<file path="config.mk">
export PLATFORM = sky130hd
export DESIGN_NAME = rx_line_writer
export DESIGN_NICKNAME = d
export VERILOG_FILES = /design/src/rtl/rx_line_writer.sv
export SDC_FILE = /design/constraint.sdc
export NUM_CORES = 1
export LEC_CHECK = 0
export CAP_MARGIN = 5
export CORE_MARGIN = 2
export CORE_UTILIZATION = 40
export DETAILED_ROUTE_END_ITERATION = 12
export PLACE_DENSITY = 0.64
export SLEW_MARGIN = 25
export SYNTH_ARGS = -nofsm -noshare
export SYNTH_HDL_FRONTEND = slang
export SYNTH_SLANG_ARGS = --single-unit
export TNS_END_PERCENT = 20
</file>
<file path="constraint.sdc">
create_clock -name CLK -period 2.6 [get_ports CLK]
set_clock_uncertainty 0.1 [all_clocks]
set_input_delay 0.26 -clock CLK [delete_from_list [all_inputs] [get_ports CLK]]
set_output_delay 0.26 -clock CLK [all_outputs]
set_load 0.02 [all_outputs]
</file>
<file path="src/rtl/rx_line_writer.sv">
// rx_line_writer
//   Assembles bytes from a UART receiver into a NUL-terminated line held in
//   a BRAM region starting at Base. Accepted characters are echoed back
//   towards the UART transmitter, backspace removes the last character, and
//   a CR or LF closes the line, reporting its length.
//
// Parameters
//   AddrBits  width of the BRAM address bus and of LEN
//   Base      first BRAM address of the line buffer
//   Depth     buffer size in bytes including the NUL terminator
//
// Ports
//   CLK        system clock, all logic on posedge
//   RST        synchronous reset, active-high
//   RXDATA     received byte
//   RXVALID    one-cycle strobe qualifying RXDATA
//   ADDR       BRAM address (registered)
//   WR         BRAM write enable, one-cycle pulse
//   DIN        BRAM write data
//   TXDATA     echo byte towards the transmitter
//   TXVALID    echo byte pending
//   TXRDY      transmitter can accept a byte
//   LINE_DONE  one-cycle pulse when a line terminator is written
//   LEN        character count of the last completed line (no NUL)
//   OVF        sticky flag: characters were dropped in this or the last line

module rx_line_writer #(
  parameter int AddrBits = 19,
  parameter int Base     = 0,
  parameter int Depth    = 256
) (
  input  logic                CLK,
  input  logic                RST,
  input  logic [7:0]          RXDATA,
  input  logic                RXVALID,
  output logic [AddrBits-1:0] ADDR,
  output logic                WR,
  output logic [7:0]          DIN,
  output logic [7:0]          TXDATA,
  output logic                TXVALID,
  input  logic                TXRDY,
  output logic                LINE_DONE,
  output logic [AddrBits-1:0] LEN,
  output logic                OVF
);

  localparam logic [AddrBits-1:0] base_addr = AddrBits'(Base);
  // Highest character index; the slot at this index is reserved for the NUL.
  localparam logic [AddrBits-1:0] last_idx  = AddrBits'(Depth - 1);

  localparam logic [7:0] ch_nul = 8'h00;
  localparam logic [7:0] ch_bs  = 8'h08;
  localparam logic [7:0] ch_lf  = 8'h0A;
  localparam logic [7:0] ch_cr  = 8'h0D;

  logic [AddrBits-1:0] count;
  // Set between a terminator (or reset) and the first accepted character of
  // the following line; that character is what clears a sticky OVF.
  logic                new_line;

  logic is_nul;
  logic is_bs;
  logic is_term;
  logic is_ord;
  logic has_chars;
  logic has_room;
  logic accept_ord;
  logic drop_ord;
  logic do_bs;
  logic do_term;
  logic echo_req;
  logic [7:0] echo_byte;
  logic xfer;

  // Byte classification and the per-strobe decision. Every strobe resolves
  // in the cycle it arrives, so this is all combinational on RXDATA.
  always_comb begin
    is_nul     = (RXDATA == ch_nul);
    is_bs      = (RXDATA == ch_bs);
    is_term    = (RXDATA == ch_cr) || (RXDATA == ch_lf);
    is_ord     = !is_nul && !is_bs && !is_term;
    has_chars  = (count != '0);
    has_room   = (count < last_idx);

    accept_ord = RXVALID && is_ord && has_room;
    drop_ord   = RXVALID && is_ord && !has_room;
    do_bs      = RXVALID && is_bs && has_chars;
    do_term    = RXVALID && is_term && has_chars;

    // Backspace echoes itself (RXDATA is already 0x08); both CR and LF
    // echo as CR.
    echo_req   = accept_ord || do_bs || do_term;
    echo_byte  = do_term ? ch_cr : RXDATA;

    xfer       = TXVALID && TXRDY;
  end

  // Write stage, character count, line length and overflow flag.
  // ADDR/DIN hold their last value when no write is issued.
  always_ff @(posedge CLK) begin
    if (RST) begin
      ADDR      <= base_addr;
      WR        <= 1'b0;
      DIN       <= 8'h00;
      LINE_DONE <= 1'b0;
      LEN       <= '0;
      OVF       <= 1'b0;
      count     <= '0;
      new_line  <= 1'b1;
    end else begin
      WR        <= accept_ord || do_term;
      LINE_DONE <= do_term;

      if (accept_ord || do_term) begin
        ADDR <= base_addr + count;
        DIN  <= do_term ? ch_nul : RXDATA;
      end

      if (accept_ord) begin
        count <= count + AddrBits'(1);
      end else if (do_bs) begin
        count <= count - AddrBits'(1);
      end else if (do_term) begin
        count <= '0;
      end

      if (do_term) begin
        LEN <= count;
      end

      if (drop_ord) begin
        OVF <= 1'b1;
      end else if (accept_ord && new_line) begin
        OVF <= 1'b0;
      end

      if (do_term) begin
        new_line <= 1'b1;
      end else if (accept_ord) begin
        new_line <= 1'b0;
      end
    end
  end

  // One-entry echo buffer. A new echo is loaded only when the slot is free
  // or is being emptied this cycle, which keeps TXDATA stable while TXVALID
  // is high; otherwise the new echo is lost.
  always_ff @(posedge CLK) begin
    if (RST) begin
      TXVALID <= 1'b0;
      TXDATA  <= 8'h00;
    end else if (echo_req && (!TXVALID || xfer)) begin
      TXVALID <= 1'b1;
      TXDATA  <= echo_byte;
    end else if (xfer) begin
      TXVALID <= 1'b0;
    end
  end

endmodule

</file>
==> results_dict.tcl <==
set metrics [dict create \
    antennaDiodeCount 0 \
    ctsHoldBuffers 0 \
    track_usage_pct 22.6 \
    synth_edf_count 0 \
    pwr_density_cell_nw_per_um2 506 \
    antenna_found_initial 0 \
    synthArstFlopShare_pct 0 \
    die_width_um 95.5 \
    first_global_vias 3187 \
    fin_crit_sh_pct 101 \
    cp.arrival_ns 2.74 \
    layoutNonFillerInstCount 619 \
    h-tree-depth 3 \
    final_cell_mix "dfxtp_1 (77), clkdlybuf4s50_1 (68), nand2_1 (58)" \
    syn_avg_cell_area_sq_um 8.34 \
    wl_mm 9.63 \
    cp-end-kind "flop" \
    fmax_ghz 0.382 \
    post-route-min-period_ns 2.62 \
    status "complete, but fails checks" \
    dp_cells 601 \
    cts-buffers-inserted 9 \
    vdd_ir_drop_max_uv 316 \
    overflow 0 \
    fp.dieArea_sq_um 9130 \
    fin_ws_ns -0.0188 \
    p_leak_uw 0.00193 \
    cts_root_buf "clkbuf_8" \
    gp_congestion 0.882 \
    hpwl_mm 6.89 \
    dpl_worst_slack_ns -0.191 \
    start_util_pct 41.0 \
    core-area_sq_um 8180 \
    crit_path_max_fanout 12 \
    start_kind "flop" \
    clkSlewWorstSetupHoldPaths_ns 0.08 \
    dr.first_iter.drc_count 164 \
    worstSetupPathType "reg -> reg" \
    yosysSeqAreaShare_pct 46.6 \
    dr.pass1.iters 4 \
    slew_violations 0 \
    portBuffers 69 \
    ys_ff_latch 78 \
    syn_nets 417 \
    slew_headroom_pct 62.4 \
    ant_nets 0 \
    finish.net_count 524 \
    syn_area_sq_um 3350 \
    layout_commonest_cell "dfxtp_1" \
    ios 70 \
    vias 3353 \
    area_growth_pct 44.3 \
    rsz0062_at_grt "yes" \
    die_h_um 95.5 \
    postSynthCellCount 402 \
    synth_cell_types 51 \
    report.final.setup_viol 9 \
    clock_latency_ns 0.36 \
    rows 33 \
    cts.sink_count 78 \
    cts_tree "yes" \
    vias_per_cell 5.42 \
    worst_pin_slew_ns 0.564 \
    grt_max_degree 50 \
    routedWlPerCell_um 15.6 \
    grt_pass1_wl_mm 15.9 \
    holdWs_ns 0.273 \
    maxCapViolCount 0 \
    hp-class "in -> reg" \
    yosys_warnings 0 \
    hold_viol_final 0 \
    power.total_uw 2450 \
    violations "setup timing" \
    drc 0 \
    drive_gt1_share_pct 20.6 \
    crit_required_ns 2.72 \
    ys.flop_type "dfxtp_1" \
    clockBufferDepth 2 \
]
[layer usage]
layer  part of all wire (%)  vias up  track usage [%]
li1                       -     1623                -
met1                     48     1613             30.3
met2                     45       99             35.3
met3                    4.9       18             4.51
met4                    2.4        0             9.88
met5                      0        -                0
[area by class of cell]
class | instances | area, sq um
inverters | 6 | 22.5
fillers | 758 | 3340
well taps | 105 | 131
flip-flops and latches | 78 | 1560
repair buffers | 125 | 1200
clock buffers | 11 | 141
multi-input cells | 289 | 1730
clock inverters | 5 | 56.3
[registers in the layout (all words and copies together) (netlist names)]
register,count
ADDR,19
TXDATA,8
OVF,1
DIN,8
new_line,1
count,19
LINE_DONE,1
TXVALID,1
LEN,19
WR,1
[per-stage QoR]
| step | setup TNS, ns | utilization, % | cell area (sq um) |
|---|---|---|---|
| after CTS | -0.0142 | 58.2 | 4760 |
| final | -0.0829 | 59.2 | 4840 |
| after detailed placement | -3.68 | 55.2 | 4520 |
| after floorplan | -1.32 | - | 3370 |
| after global routing | -5.88 | 59.2 | 4840 |
| after global placement | -1.24 | 55.2 | 4520 |
[worst max-delay path, stage by stage (launching register included)]
cell      delay [ns]
dfxtp_2         0.32
or4_4           0.53
or4b_4          0.54
buf_6           0.14
o211ai_1        0.24
buf_4           0.22
buf_12          0.15
mux2i_1         0.19
nor2_1          0.06
[cells in the mapped netlist (all sizes together), types with 2 or more instances]
cell / count / share of area (%)
a32oi: 2 / 0.52
or4: 3 / 0.67
clkbuf: 13 / 1.5
buf: 16 / 2.7
a211oi: 6 / 1.3
xor2: 3 / 0.78
o21ai: 16 / 2.7
a22oi: 5 / 1.1
o211ai: 2 / 0.60
nand2b: 6 / 1.1
nor3: 11 / 1.8
or2: 2 / 0.37
o21a: 2 / 0.45
mux2i: 14 / 4.2
nand3b: 4 / 0.90
nand3: 10 / 1.5
inv: 6 / 0.67
nor4: 4 / 0.75
a31oi: 2 / 0.37
or3: 6 / 1.1
o221a: 3 / 1.0
dfxtp: 78 / 47
a21oi: 57 / 8.7
a21o: 3 / 0.67
a311oi: 4 / 1.0
nor2: 43 / 4.8
nand2: 62 / 6.9
ha: 3 / 1.1
[power by group]
| group | switching (uW) | total, uW | internal, uW |
|---|---|---|---|
| registers | 12.7 | 1230 | 1220 |
| clock network | 447 | 917 | 470 |
| logic | 170 | 300 | 130 |
[kinds of logic (layout without fill, tap and decap cells)]
family / Yosys count / after routing / synth area share, %
and+or+nand+nor: 158 / 158 / 21.6
AOI/OAI and AO/OA: 110 / 110 / 20.7
DFF: 78 / 78 / 46.6
buffers and inverters: 35 / 147 / 4.78
muxes: 14 / 14 / 4.18
xor gates and xnor gates: 4 / 4 / 1.05
adders and majority gates: 3 / 3 / 1.12
[repair_timing]
action / CTS / global route
pin swaps: 1 / 5
endpoints found under the hold margin: 0 / 0
cloned: 0 / 0
setup endpoints to repair: 63 / 72
resized for setup: 7 / 22
buffers inserted: 2 / 0
[path summary, 6_finish.rpt]
check             from  endpoint  slack (ns)  depth (start not counted)
max          count[12]    LEN[4]       -0.02                          8
min                RST        WR        0.27                          2
max reg2reg  count[12]    LEN[4]       -0.02                          8
min reg2reg   ADDR[11]  ADDR[11]        0.36                          2
(Power assumes the default switching activity.)
